## config.mk

```make
export PLATFORM = sky130hd
export DESIGN_NAME = fetch_stage
export DESIGN_NICKNAME = d
export VERILOG_FILES = /design/src/rtl/fetch_stage.sv
export SDC_FILE = /design/constraint.sdc
export NUM_CORES = 1
export LEC_CHECK = 0
export CELL_PAD_IN_SITES_DETAIL_PLACEMENT = 0
export CELL_PAD_IN_SITES_GLOBAL_PLACEMENT = 1
export CORE_UTILIZATION = 37
export CTS_BUF_LIST = sky130_fd_sc_hd__clkbuf_8
export CTS_CLUSTER_SIZE = 16
export DETAILED_ROUTE_END_ITERATION = 10
export PLACE_DENSITY = 0.87
export SLEW_MARGIN = 20
export SYNTH_ARGS = -nofsm -noshare
export SYNTH_HDL_FRONTEND = slang
export SYNTH_SLANG_ARGS = --single-unit
```

## constraint.sdc

```tcl
create_clock -name CLK -period 4.3 [get_ports CLK]
set_input_delay 0.86 -clock CLK [delete_from_list [all_inputs] [get_ports CLK]]
set_output_delay 0.86 -clock CLK [all_outputs]
set_load 0.02 [all_outputs]
```

## src/rtl/fetch_stage.sv

```systemverilog
// Instruction-fetch stage: owns the PC and drives the imem read handshake.
// A word can be parked across ID stalls, and redirects from later stages
// can be applied. Fetching stops after the HALT word.
module fetch_stage #(
    parameter logic [31:0] PC_INIT    = 32'h0000_0000,
    parameter logic [31:0] HALT_INSTR = 32'hFFFF_FFFF
) (
    input  logic        CLK,
    input  logic        nRST,
    input  logic        ihit,
    input  logic [31:0] imemload,
    input  logic        stall,
    input  logic        redirect,
    input  logic [31:0] redirect_addr,
    output logic        imemREN,
    output logic [31:0] imemaddr,
    output logic        ifW,
    output logic        ifRST,
    output logic [31:0] ifinstr,
    output logic [31:0] ifJALjump_addr,
    output logic [31:0] fetch_count,
    output logic        halted
);

    typedef enum logic [1:0] {
        FETCH,
        HOLD,
        HALTED
    } state_t;

    state_t      state;
    logic [31:0] pc;
    logic [31:0] holdQ;
    logic [31:0] fetchCount;
    logic        haltedQ;
    logic [31:0] pcPlus4;

    assign pcPlus4        = pc + 32'd4;
    assign imemaddr       = pc;
    assign ifJALjump_addr = pcPlus4;
    assign fetch_count    = fetchCount;
    assign halted         = haltedQ;

    // PC, parked word, counter and halt flag; a redirect overrides every state
    always_ff @(posedge CLK or negedge nRST) begin
        if (!nRST) begin
            state      <= FETCH;
            pc         <= PC_INIT;
            holdQ      <= '0;
            fetchCount <= '0;
            haltedQ    <= 1'b0;
        end else if (redirect) begin
            state   <= FETCH;
            pc      <= redirect_addr & 32'hFFFF_FFFC;
            holdQ   <= '0;
            haltedQ <= 1'b0;
        end else begin
            case (state)
                FETCH: begin
                    if (ihit) begin
                        if (!stall) begin
                            pc         <= pcPlus4;
                            fetchCount <= fetchCount + 32'd1;
                            if (imemload == HALT_INSTR) begin
                                state   <= HALTED;
                                haltedQ <= 1'b1;
                            end
                        end else begin
                            holdQ <= imemload;
                            state <= HOLD;
                        end
                    end
                end
                HOLD: begin
                    if (!stall) begin
                        pc         <= pcPlus4;
                        fetchCount <= fetchCount + 32'd1;
                        if (holdQ == HALT_INSTR) begin
                            state   <= HALTED;
                            haltedQ <= 1'b1;
                        end else begin
                            state <= FETCH;
                        end
                    end
                end
                HALTED: begin
                    state <= HALTED;
                end
                default: begin
                    state <= FETCH;
                end
            endcase
        end
    end

    // IF/ID handshake and imem enable, decoded from state and this cycle's inputs
    always_comb begin
        imemREN = 1'b0;
        ifW     = 1'b0;
        ifRST   = redirect;
        ifinstr = imemload;
        case (state)
            FETCH: begin
                imemREN = 1'b1;
                ifW     = ihit && !stall && !redirect;
            end
            HOLD: begin
                ifinstr = holdQ;
                ifW     = !stall && !redirect;
            end
            default: begin
                ifW = 1'b0;
            end
        endcase
    end

endmodule

```

==> results of run 1 <==
-- layout make-up --
type	instances	area, µm²
clock buffers	9	124
fillers	1309	6760
flip-flops and latches	97	2430
clock inverters	7	96.3
well taps	184	230
repair buffers	199	1970
multi-input cells	406	2910
inverters	4	15.0
-- critical path: stages, from the launching register on --
cell	delay (ns)
dfrtp_1	0.49
and3_4	0.25
and4_1	0.38
nand4_1	0.38
nor2_1	0.24
xor2_1	0.17
clkdlybuf4s50_1	0.62
-- metrics by stage --
stage          total power (µW)  util (%)  instance area [µm²]  hold WS, ns  std cells
4_1_cts                    2440      53.5                 7770        0.506        906
3_5_place_dp               1770      51.9                 7550        0.485        890
6_report                   2400      53.5                 7770        0.487        906
3_3_place_gp               1760      51.9                 7550        0.461        890
5_1_grt                    2530      53.5                 7770        0.519        906
2_1_floorplan              1420         -                 5510        0.490        543
-- cells by family (layout without fill, tap and decap cells) --
logic type,count (synthesis),in the layout
AND/OR/NAND/NOR,208,208
other,1,4
adder cells (fa/ha/maj),2,2
flip-flops,97,97
buffers and inverters,40,219
AO/OA/AOI/OAI,73,73
multiplexers,34,34
XOR/XNOR,85,85
-- cell usage after synthesis (all sizes together) --
cell | count | area, µm²
a31oi | 4 | 25.0
a22o | 32 | 280
nand4b | 1 | 8.76
a2111oi | 2 | 17.5
and4 | 9 | 78.8
buf | 14 | 91.3
nand4 | 36 | 253
o21bai | 1 | 18.8
clkinv | 1 | 3.75
dfrtp | 97 | 2430
nor2 | 29 | 111
xnor2 | 49 | 429
mux2 | 33 | 372
xor2 | 36 | 315
a31o | 1 | 8.76
conb | 1 | 3.75
o21a | 2 | 15.0
or3 | 3 | 18.8
inv | 3 | 11.3
nor4 | 15 | 149
nor2b | 2 | 12.5
nand2b | 2 | 12.5
nand3 | 22 | 128
o21ai | 30 | 150
mux2i | 1 | 10.0
and3 | 11 | 73.8
nand2 | 55 | 206
ha | 2 | 25.0
nor3b | 1 | 12.5
nand3b | 2 | 15.0
nor3 | 15 | 95.1
and2 | 5 | 31.3
a211oi | 1 | 7.51
clkbuf | 22 | 82.6
-- power groups by stage --
stage,combinational (µW),clock (µW),sequential [µW]
floorplan,286,0,1130
global placement,663,0,1100
detailed placement,670,0,1100
CTS,674,679,1090
global route,712,716,1100
finish,665,652,1090
-- path summary, 6_finish.rpt --
check	to	slack, ns	cells after the start
hold reg to reg	fetch_count[31]	0.49	1
min in group asynchronous	imemaddr[28]	0.62	1
max in group asynchronous	holdQ[30]	2.89	2
setup reg to reg	fetch_count[5]	2.24	5
hold / removal	fetch_count[31]	0.49	1
setup / recovery	ifJALjump_addr[30]	0.54	6
-- state kept, by name, summed over array words and instances (netlist names) --
signal,flops
fetch_count,32
holdQ,32
imemaddr,30
halted,1
state,2
-- metal layers --
metal / vias to the layer above / routed length (µm) / global-route usage (%)
met3: 16 / 876 / 3.71
met1: 2357 / 6650 / 27.3
met5: - / 0 / 0
met4: 0 / 237 / 6.85
li1: 2287 / - / -
met2: 169 / 6790 / 30.1
==> impl_metrics.py, run 1 <==
metrics = {
    "hold_path": {
        "min_path_type": "register to register",
        "holdCritStartpoint": "fetch_count[31]",
    },
    "placement": {
        "gp_congestion": 0.853,
        "place.port_buffers": 194,
        "dp_hpwl_um": 10800,
        "pre_cts_slack_ns": 0.556,
    },
    "clocking": {
        "clk_pin_slew_ns": 0.11,
        "postCtsResizedCells": 0,
        "htreeDepth": 3,
        "post-cts-setup-buffers": 0,
        "clk_latency_ns": 0.38,
        "cts_buffer_depth": 2,
        "numCtsBuffers": 9,
        "cts_root_buf": "clkbuf_8",
        "hold_buffers": 0,
        "clock_sinks": 97,
        "cts_tree": "built",
    },
    "sta": {
        "finalCriticalPeriod_ns": 3.76,
        "slew_headroom_pct": 35.8,
        "tns_ns": 0,
        "setup_slack_ns": 0.540,
        "rsz0062_at_grt": "false",
        "period_share_pct": 87.4,
        "slew_viol_final": 0,
        "worst_pin_slew_ns": 0.962,
        "timing.final.hold_violations": 0,
        "fin_skew_ns": 0.0132,
        "setup_viol": 0,
        "timing.fmax_mhz": 266,
    },
    "detailed_routing": {
        "viasPerCell": 5.33,
        "vias": 4829,
        "route.detailed.drc": 0,
        "ant_nets": 0,
        "routed_wl_um": 14600,
        "wire_per_inst_um": 16.1,
        "drt_iter0_markers": 318,
        "first_pass_iters": 5,
    },
    "yosys": {
        "yosys.area_share.adder_pct": 0.455,
        "synth_top_family_by_area": "simple AND/OR/NAND/NOR gates",
        "yosys_warnings": 0,
        "muxShareOfSynthArea_pct": 6.94,
        "syn_avg_cell_area_um2": 10.2,
        "ys_seq_area_share_pct": 44.1,
        "synth_area_mm2": 0.00550,
        "syn-instance-count": 540,
        "ys_ff_latch": 97,
        "synthXorXnorAreaFrac_pct": 13.5,
        "synth.distinct_cells": 46,
        "synthSimpleGateAreaFrac_pct": 21.9,
        "synth_compound_area_share_pct": 9.51,
    },
    "critical_path": {
        "critPathCaptureType": "primary output",
        "reg2reg_from": "state[0]",
        "arrival_ns": 2.90,
        "crit_fanout": 7,
        "startpoint": "imemaddr[9]",
        "required_ns": 3.44,
        "critPathLaunchType": "register",
        "critPathKind": "register to primary output",
    },
    "pwr": {
        "pwr-share-clk_pct": 27.1,
        "power_leakage_uw": 0.00309,
        "pwr-share-comb_pct": 27.7,
        "p_switching_uw": 800,
        "p_seq_share_pct": 45.2,
        "swShare_pct": 33.3,
        "vdd_drop_max_v": 0.000156,
        "p_int_uw": 1600,
        "p_per_area_mw_per_mm2": 309,
    },
    "final_layout": {
        "antenna-diode-count": 0,
        "drive_above_1_share_pct": 10.9,
        "nNetsFinal": 788,
        "layout_common_cells": "192 x clkdlybuf4s50_1, 97 x dfrtp_1, 55 x nand2_1",
        "layout_commonest_cell": "clkdlybuf4s50_1",
        "synthToLayoutAreaGrowth_pct": 41.3,
    },
    "grt": {
        "grt_overflow_total": 0,
        "grt_max_degree": 75,
        "antenna_found_initial": 0,
        "grt_usage_pct": 19.5,
        "first_global_vias": 4563,
        "grt_pass1_wl_um": 23200,
    },
    "die": {
        "initial_core_util_pct": 37.8,
        "die_width_um": 124,
        "num_rows": 44,
        "fp.coreArea_mm2": 0.0145,
        "die_h_um": 124,
        "ios": 201,
        "design.die.area_mm2": 0.0154,
    },
    "run_status": {
        "outcome": "completed",
    },
    "job": {
        "cap_violations": 0,
    },
}
Note: power is estimated with default switching activity, not from simulation.
==> inputs of run 2 (changes only) <==
--- a/config.mk
+++ b/config.mk
@@ -7,11 +7,11 @@
 export LEC_CHECK = 0
 export CELL_PAD_IN_SITES_DETAIL_PLACEMENT = 0
 export CELL_PAD_IN_SITES_GLOBAL_PLACEMENT = 1
-export CORE_UTILIZATION = 37
+export CORE_UTILIZATION = 31
 export CTS_BUF_LIST = sky130_fd_sc_hd__clkbuf_8
 export CTS_CLUSTER_SIZE = 16
 export DETAILED_ROUTE_END_ITERATION = 10
-export PLACE_DENSITY = 0.87
+export PLACE_DENSITY = 0.77
 export SLEW_MARGIN = 20
 export SYNTH_ARGS = -nofsm -noshare
 export SYNTH_HDL_FRONTEND = slang
==> constraint.sdc (replaced) <==
create_clock -name CLK -period 3 [get_ports CLK]
set_input_delay 0.6 -clock CLK [delete_from_list [all_inputs] [get_ports CLK]]
set_output_delay 0.6 -clock CLK [all_outputs]
set_load 0.02 [all_outputs]
==> run 2 against run 1 <==
Effect of this change: worst setup slack got worse by 0.40 ns; routed wire length grew 7.0%; critical endpoint is now ifJALjump_addr[27]; register-to-register slack got worse by 1.1 ns; critical path type unchanged; sequential share of layout area fell by 1.3 points.
==> impl_metrics.py, run 2 (synthesis gave the netlist of run 1 again) <==
metrics = {
    "run_status": {
        "outcome": "completed",
    },
    "grt": {
        "grt_use_met3_pct": 3.44,
        "first_global_vias": 4930,
        "use_met1_pct": 24.1,
        "grt_usage_pct": 17.5,
        "antenna_found_initial": 0,
        "busiest_layer": "met2",
        "grt_pass1_wl_um": 25400,
        "grt_overflow_total": 0,
        "grt_max_degree": 60,
        "grt_use_met2_pct": 27.3,
    },
    "die": {
        "num_rows": 48,
        "design.die.area_mm2": 0.0183,
        "die_width_um": 135,
        "die_h_um": 135,
        "fp.coreArea_mm2": 0.0173,
        "initial_core_util_pct": 31.8,
        "ios": 201,
    },
    "critical_path": {
        "critPathLaunchType": "register",
        "required_ns": 2.40,
        "cp.depth": 6,
        "reg2reg_from": "state[0]",
        "r2r_end": "imemaddr[21]",
        "crit_family": "simple AND/OR/NAND/NOR gates",
        "crit_slowest_cell": "dfrtp_1",
        "worst-path-buf-inv": 1,
        "reg2reg_slack_ns": 1.14,
        "endpoint": "ifJALjump_addr[27]",
        "arrival_ns": 2.26,
        "reg2regPathDepth": 7,
        "cp_cell_sequence": "and3_4 > and4_2 > nand4_1 > nor2_1 > xor2_1 > dlygate4sd2_1",
        "critPathCaptureType": "primary output",
        "crit_fanout": 7,
        "critPathKind": "register to primary output",
        "slowest_delay_ns": 0.37,
        "startpoint": "imemaddr[10]",
    },
    "final_layout": {
        "layout_common_cells": "174 x clkdlybuf4s50_1, 94 x dfrtp_1, 55 x nand2_1",
        "fin_area_mm2": 0.00813,
        "drive_above_1_share_pct": 15.3,
        "layout_commonest_cell": "clkdlybuf4s50_1",
        "synthToLayoutAreaGrowth_pct": 47.8,
        "antenna-diode-count": 0,
        "stdcell_count": 978,
        "nNetsFinal": 820,
    },
    "hold_path": {
        "min_path_type": "primary input to async pin",
    },
    "sta": {
        "slew_headroom_pct": 59.4,
        "setup_slack_ns": 0.139,
        "finalCriticalPeriod_ns": 2.86,
        "worst_pin_slew_ns": 0.609,
        "period_share_pct": 95.4,
        "setup_viol": 0,
        "fin_skew_ns": 0.0176,
        "timing.fmax_mhz": 350,
        "timing.final.hold_violations": 0,
        "rsz0062_at_grt": "true",
        "slew_viol_final": 0,
    },
    "detailed_routing": {
        "viasPerCell": 4.96,
        "vias": 4851,
        "first_pass_iters": 4,
        "wire_per_inst_um": 15.9,
        "ant_nets": 0,
        "drt_iter0_markers": 184,
        "routed_wl_um": 15600,
        "route.detailed.drc": 0,
    },
    "placement": {
        "pre_cts_slack_ns": 0.145,
        "gp_congestion": 0.784,
        "dp_hpwl_um": 11900,
        "place.port_buffers": 194,
        "dp.cells": 961,
        "dpl_cell_area_mm2": 0.00784,
    },
    "clocking": {
        "numCtsBuffers": 9,
        "clk_latency_ns": 0.38,
        "clock_sinks": 97,
        "cts_root_buf": "clkbuf_8",
        "cts_buffer_depth": 2,
        "cts_tree": "built",
        "htreeDepth": 3,
        "clk_pin_slew_ns": 0.10,
        "hold_buffers": 0,
    },
    "pwr": {
        "p_per_area_mw_per_mm2": 452,
        "power_leakage_uw": 0.00336,
        "vdd_drop_max_v": 0.000259,
    },
    "job": {
        "cap_violations": 0,
    },
}
run 2: cell count changes in the layout (fill, tap and decap cells not counted), sizes merged:
| cell | previous run | this run |
|---|---|---|
| buf | 7 | 39 |
| bufinv | 1 | 4 |
| clkdlybuf4s50 | 192 | 174 |
| clkinvlp | 1 | 0 |
| dlygate4sd2 | 0 | 13 |
| dlymetal6s2s | 0 | 5 |
| inv | 7 | 4 |
run 2: cell type report:
class / instances / area [µm²]
multi-input cells: 406 / 2920
fillers: 1589 / 9170
flip-flops and latches: 97 / 2430
well taps: 225 / 282
clock inverters: 6 / 140
repair buffers: 231 / 2220
clock buffers: 9 / 124
inverters: 4 / 15.0
run 2: metal layers:
layer / wire length [µm] / vias to the layer above
met5: 0 / -
met4: 287 / 0
met3: 913 / 20
met2: 7260 / 147
met1: 7120 / 2344
li1: - / 2340
run 2: how the worst min path moves through the flow:
stage,from,endpoint,slack (ns),depth (start not counted)
after floorplan,nRST,fetch_count[0],0.30,0
after global placement,fetch_count[31],fetch_count[31],0.46,1
after detailed placement,fetch_count[31],fetch_count[31],0.47,1
after CTS,nRST,imemaddr[24],0.17,1
after global routing,nRST,imemaddr[20],0.19,1
final,nRST,imemaddr[21],0.18,1
run 2: metrics by stage:
stage	setup TNS [ns]	hold slack (ns)	total power, µW	utilization [%]
after global routing	-0.0510	0.194	3870	47.0
after detailed placement	0	0.473	2600	45.3
final	0	0.178	3680	47.0
after floorplan	0	0.304	2030	-
after CTS	0	0.174	3730	46.9
after global placement	0	0.465	2580	45.3
run 2: where the power goes:
part	internal [µW]	switching, µW	leakage (µW)	total, µW
registers	1400	118	0.00127	1520
logic	510	527	0.00196	1040
clock network	641	479	0.000131	1120
total	2550	1120	0.00336	3680
run 2: what timing repair did:
| action | CTS | global route |
|---|---|---|
| hold endpoints to repair | 0 | 0 |
| pin swaps | 2 | 1 |
| setup buffers | 2 | 0 |
| gates resized for setup | 16 | 8 |
| endpoints found under the setup margin | 19 | 10 |
